===== config.mk =====
export PLATFORM = sky130hd
export DESIGN_NAME = param_sequence_detector
export DESIGN_NICKNAME = d
export VERILOG_FILES = /design/src/rtl/param_sequence_detector.sv
export SDC_FILE = /design/constraint.sdc
export NUM_CORES = 1
export LEC_CHECK = 0
export CAP_MARGIN = 15
export CORE_ASPECT_RATIO = 0.75
export CORE_MARGIN = 1.5
export CORE_UTILIZATION = 55
export CTS_BUF_LIST = sky130_fd_sc_hd__clkbuf_4
export DETAILED_ROUTE_END_ITERATION = 10
export PLACE_DENSITY_LB_ADDON = 0.1
export SLEW_MARGIN = 20
export SYNTH_ARGS = -nofsm -noshare
export SYNTH_HDL_FRONTEND = slang
export SYNTH_SLANG_ARGS = --single-unit
export TNS_END_PERCENT = 5

===== constraint.sdc =====
create_clock -name clk -period 2.2 [get_ports clk]
set_input_delay 0.55 -clock clk [delete_from_list [all_inputs] [get_ports clk]]
set_output_delay 0.55 -clock clk [all_outputs]
set_load 0.01 [all_outputs]

===== src/rtl/param_sequence_detector.sv =====
// param_sequence_detector: serial bit-pattern detector that can be reprogrammed at runtime.
// The pattern (1..PAT_W bits), its length and the overlap mode are loadable.
// Outputs are a Mealy match pulse and a copy of it registered one cycle later.
// Optional feature macro: SEQ_DET_MATCH_CNT_EN adds the saturating match_cnt output.
module param_sequence_detector #(
   parameter int unsigned          PAT_W       = 4,
   parameter logic [PAT_W-1:0]     DEF_PATTERN = 4'b1011,
   parameter int unsigned          DEF_LEN     = 4,
   parameter bit                   DEF_OVERLAP = 1'b1,
   parameter int unsigned          CNT_W       = 8,
   localparam int unsigned         LEN_W       = $clog2(PAT_W + 1)
) (
   input  logic                    clk,
   input  logic                    reset,
   input  logic                    en,
   input  logic                    in_valid,
   input  logic                    in,
   input  logic                    cfg_we,
   input  logic [PAT_W-1:0]        cfg_pattern,
   input  logic [LEN_W-1:0]        cfg_len,
   input  logic                    cfg_overlap,
   output logic                    match,
   output logic                    match_q
`ifdef SEQ_DET_MATCH_CNT_EN
   ,
   output logic [CNT_W-1:0]        match_cnt
`endif
);

   localparam logic [LEN_W-1:0] LEN_MAX  = LEN_W'(PAT_W);
   localparam logic [LEN_W-1:0] FILL_MAX = LEN_W'(PAT_W - 1);
   localparam logic [LEN_W-1:0] ONE      = LEN_W'(1);

   typedef enum logic [1:0] {StIdle, StFill, StRun} state_t;

   state_t               state_q;
   logic [PAT_W-1:0]     pattern_q;
   logic [LEN_W-1:0]     len_q;
   logic                 overlap_q;
   logic [PAT_W-2:0]     hist_q;
   logic [LEN_W-1:0]     fill_q;

   logic                 accepted;
   logic [PAT_W-1:0]     window;
   logic [PAT_W-1:0]     mask;
   logic                 hit;
   logic [LEN_W-1:0]     fill_inc;
   logic [LEN_W-1:0]     cfg_len_eff;
   state_t               restart_state;

   // Qualify the input bit, build the compare window and length mask, and decide match.
   always_comb begin
      accepted = in_valid & en & ~cfg_we;
      window   = {hist_q, in};
      mask     = '0;
      for (int i = 0; i < int'(PAT_W); i++) begin
         mask[i] = (i < int'(len_q));
      end
      hit      = (((window ^ pattern_q) & mask) == '0);
      match    = (state_q == StRun) && accepted && hit;
      fill_inc = (fill_q == FILL_MAX) ? fill_q : fill_q + ONE;
      // A length of zero, or one above PAT_W, falls back to the full width.
      cfg_len_eff   = ((cfg_len == '0) || (cfg_len > LEN_MAX)) ? LEN_MAX : cfg_len;
      // A 1-bit pattern has no history to fill, so the detector restarts straight in RUN.
      restart_state = (len_q == ONE) ? StRun : StFill;
   end

   // Detector FSM together with the configuration, history and registered match.
   always_ff @(posedge clk or posedge reset) begin
      if (reset) begin
         state_q   <= StIdle;
         pattern_q <= DEF_PATTERN;
         len_q     <= LEN_W'(DEF_LEN);
         overlap_q <= DEF_OVERLAP;
         hist_q    <= '0;
         fill_q    <= '0;
         match_q   <= 1'b0;
      end else begin
         match_q <= match;
         if (cfg_we) begin
            pattern_q <= cfg_pattern;
            len_q     <= cfg_len_eff;
            overlap_q <= cfg_overlap;
            hist_q    <= '0;
            fill_q    <= '0;
            if (!en) begin
               state_q <= StIdle;
            end else begin
               state_q <= (cfg_len_eff == ONE) ? StRun : StFill;
            end
         end else if (!en) begin
            state_q <= StIdle;
            hist_q  <= '0;
            fill_q  <= '0;
         end else if (accepted) begin
            if (match && !overlap_q) begin
               // The matching bit is consumed and does not seed the next match.
               hist_q  <= '0;
               fill_q  <= '0;
               state_q <= restart_state;
            end else begin
               hist_q  <= window[PAT_W-2:0];
               fill_q  <= fill_inc;
               state_q <= (fill_inc >= (len_q - ONE)) ? StRun : StFill;
            end
         end else if (state_q == StIdle) begin
            state_q <= restart_state;
         end
      end
   end

`ifdef SEQ_DET_MATCH_CNT_EN
   // Saturating match counter. Reconfiguration clears it; disabling does not.
   always_ff @(posedge clk or posedge reset) begin
      if (reset) begin
         match_cnt <= '0;
      end else if (cfg_we) begin
         match_cnt <= '0;
      end else if (match && (match_cnt != {CNT_W{1'b1}})) begin
         match_cnt <= match_cnt + CNT_W'(1);
      end
   end
`endif

endmodule


==> metrics.md <==
| Metric | Value |
|---|---|
| Core Box Area | `approximately 1700 µm²` |
| Largest area contributor in the netlist | `dfrtp_1` |
| First-pass GRT wire length | `~4.7 mm` |
| Detailed Route WL | `between 3 and 4 mm` |
| 1st-iter DRT viols | `between 40 and 50` |
| Post-synth ARST share | `100%` |
| Hold Vio Cnt, Final | `0` |
| Mapped Nets | `120` |
| Setup crit start kind | `flop` |
| Residual DRC count | `0` |
| Worst-path clk slew | `100 ps` |
| RSZ-0062 raised after global routing | `yes` |
| Top Ports | `16` |
| Synth cell count leaders | `dfrtp_1 (12), nand2_1 (11), a21oi_1 (7), ha_1 (7)` |
| Inserted Diodes | `0` |
| Top-count cell post-synth | `dfrtp_1` |
| Detailed Routing Iterations Pass 1 | `4` |
| Die width | `about 53 µm` |
| Fin area | `1540 µm²` |
| CP endpoint kind | `output port` |
| FP Rows | `13` |
| CTS tree | `yes` |
| IO Port Bufs | `15` |
| HP Class | `flop to flop` |
| Die area | `around 2100 µm²` |
| Share of the synthesized area in the top cell type | `29.3%` |
| Flop pwr share | `45.7%` |
| Effective utilization at floorplan | `a little under 60%` |
| Fin crit share | `109%` |
| Rel. slew slack | `a little over half` |
| Worst Setup Path Type | `flop to output port` |
| Final GP Congestion | `roughly 0.87` |
| Worst endpoint required time | `between 1500 and 2000 ps` |
| DPL Wire Length | `1.88 mm` |
| Core Util, Final | `88.7%` |
| Post-synth EDFFs | `0` |
| Switching power total | `between 200 and 300 µW` |
| Critical Path AT | `1850 ps` |
| TritonCTS Buffers | `3` |
| Syn_area_per_cell | `between 10 and 15 µm²` |
| Vias in the first global route | `1003` |
| Combinational share of power | `a little under a third` |
| Clock Skews | `roughly 4.5 ps` |
| Remaining global-route overflow | `0` |
| CP max stage cell | `dfrtp_2` |
| Final setup fails | `1` |
| Die Y | `40.4 µm` |
| Worst-margin pin slew | `676 ps` |
| Post-synthesis sequential area ratio | `42.1%` |
| Post-synth top flop | `dfrtp_1` |
| VDD IR max | `0.555 mV` |
| DR WL/cell | `about 20 µm` |
| Final Critical Period | `2400 ps` |
| Switching Fraction | `about a third` |
| # clock sinks | `17` |
| Vias | `approximately 1000` |
| Critical Path Max Stage Delay | `~470 ps` |
| Synth warn | `0` |
| Skew-Pair Late Insertion Delay | `approximately 310 ps` |
| Fmax | `between 400 and 500 MHz` |
| Crit Path Max Fanout | `4` |
| Routed Antenna Nets | `0` |
| Run status | `finished with violations` |
| GRT Total Usage | `33.3%` |
| Share of layout cells above drive strength 1 | `about 45%` |
| Initial antenna violation count | `0` |
| Largest net degree at the start of global routing | `18` |
| Max_cap viols | `0` |
| Slew Viols, Final | `0` |
| Final Worst Setup Slack | `-196 ps` |
| Post-Syn Instances | `99` |
| Failing checks | `negative setup slack` |
| P per Cell Area | `between 500 and 600 nW/µm²` |
| Layout area overhead | `50.7%` |
| Leakage dissipation | `just over 0.0007 µW` |
| CP Cell Sequence | `ha_4 -> nand2b_4 -> a21oi_4 -> nor2_2 -> nor4bb_4 -> buf_2` |
| #FFs+latches synth | `17` |
| Cts hold-fix bufs | `0` |
| Longest Clk Path Bufs | `2` |
| Final nets | `168` |
| Int Pwr | `~540 µW` |
| Area after DPL | `around 1300 µm²` |
| Power share of the clock group | `around 23%` |
| Routed vias/inst | `between 6 and 7` |
| CTS root buffer | `clkbuf_4` |
| Htree depth | `1` |
| Top cells by area, synth | `dfrtp_1 (29%), dfstp_2 (13%), ha_1 (8.5%)` |
| Synth Cell Area | `1020 µm²` |
| Unique masters post-synth | `34` |
## critical path: cells and delay by family (launching register included)
family          cells  cell delay (ps)
simple gates        3              510
compound gates      1              170
fa+ha+maj           1              170
buf+inv             1              220
flops               1              470
## kinds of logic (layout without fill, tap and decap cells)
| kind of cell | Yosys count | after routing | synth area share [%] |
|---|---|---|---|
| AO/OA/AOI/OAI | 19 | 19 | 14.9 |
| XOR/XNOR | 6 | 6 | 5.13 |
| multiplexers | 7 | 7 | 7.57 |
| buffers and inverters | 7 | 54 | 2.68 |
| flip-flops | 17 | 17 | 42.1 |
| AND/OR/NAND/NOR | 36 | 36 | 19.0 |
| adder cells (fa/ha/maj) | 7 | 7 | 8.55 |
## metal layers
layer / global-route usage [%] / wire, µm / part of all wire (%)
met1: 35.0 / 1250 / 37
met5: 0 / 0 / 0
met4: 18.6 / 174 / 5.2
met3: 10.4 / 260 / 7.8
met2: 60.9 / 1670 / 50
## placed cells by master, fill, tap and decap left out, types with 4 or more instances in the layout
cell type	count
a21oi_1	6
buf_4	30
clkdlybuf4s50_1	11
dfrtp_1	11
dfstp_2	5
ha_1	4
mux2_2	6
nand2_1	11
nand3_1	5
nor2_1	4
## registers in the layout, summed over array words and instances, names as in the netlist
| register | count |
|---|---|
| pattern_q | 4 |
| fill_q | 3 |
| hist_q | 3 |
| len_q | 3 |
| state_q | 2 |
| match_q | 1 |
| overlap_q | 1 |
## power groups by stage
| stage | sequential, µW | combinational [µW] | clock, µW |
|---|---|---|---|
| floorplan | 358 | 106 | 0 |
| global placement | 359 | 185 | 0 |
| finish | 363 | 249 | 183 |
| CTS | 359 | 217 | 188 |
| global route | 365 | 261 | 200 |
| detailed placement | 361 | 198 | 0 |
## what timing repair did
action | in CTS | in global routing
setup buffers | 8 | 2
setup endpoints to repair | 2 | 3
gates resized for setup | 19 | 7
pin swaps | 4 | 3
## final timing paths
| check | startpoint | end | slack, ps | depth (start not counted) |
|---|---|---|---|---|
| worst max-delay path | len_q[0]$_DFFE_PP0P_ | match | -200 | 6 |
| worst min-delay path | fill_q[2]$_DFFE_PP0P_ | fill_q[2]$_DFFE_PP0P_ | 540 | 2 |
| worst max register to register | fill_q[0]$_DFFE_PP0P_ | state_q[1]$_DFFE_PP0P_ | 20 | 8 |
| worst min register to register | fill_q[2]$_DFFE_PP0P_ | fill_q[2]$_DFFE_PP0P_ | 540 | 2 |
| max in group asynchronous | reset | len_q[0]$_DFFE_PP0P_ | 1080 | 2 |
| min in group asynchronous | reset | pattern_q[2]$_DFFE_PP0P_ | 640 | 2 |
## per-stage QoR
step / setup TNS (ps) / setup slack, ps / hold slack, ps / cells / total power (µW)
floorplan: 0 / 146 / 472 / 99 / 464
global placement: -1150 / -632 / 507 / 154 / 544
detailed placement: -1240 / -707 / 517 / 154 / 558
CTS: -29.4 / -29.4 / 531 / 166 / 764
global route: -243 / -215 / 566 / 168 / 825
finish: -196 / -196 / 537 / 168 / 795
## layout make-up
class | count | area [µm²]
well taps | 22 | 27.5
clock buffers | 3 | 22.5
repair buffers | 45 | 367
fillers | 74 | 196
multi-input cells | 75 | 668
inverters | 5 | 18.8
flip-flops and latches | 17 | 433
clock inverters | 1 | 7.51
Note: power is estimated with default switching activity, not from simulation.
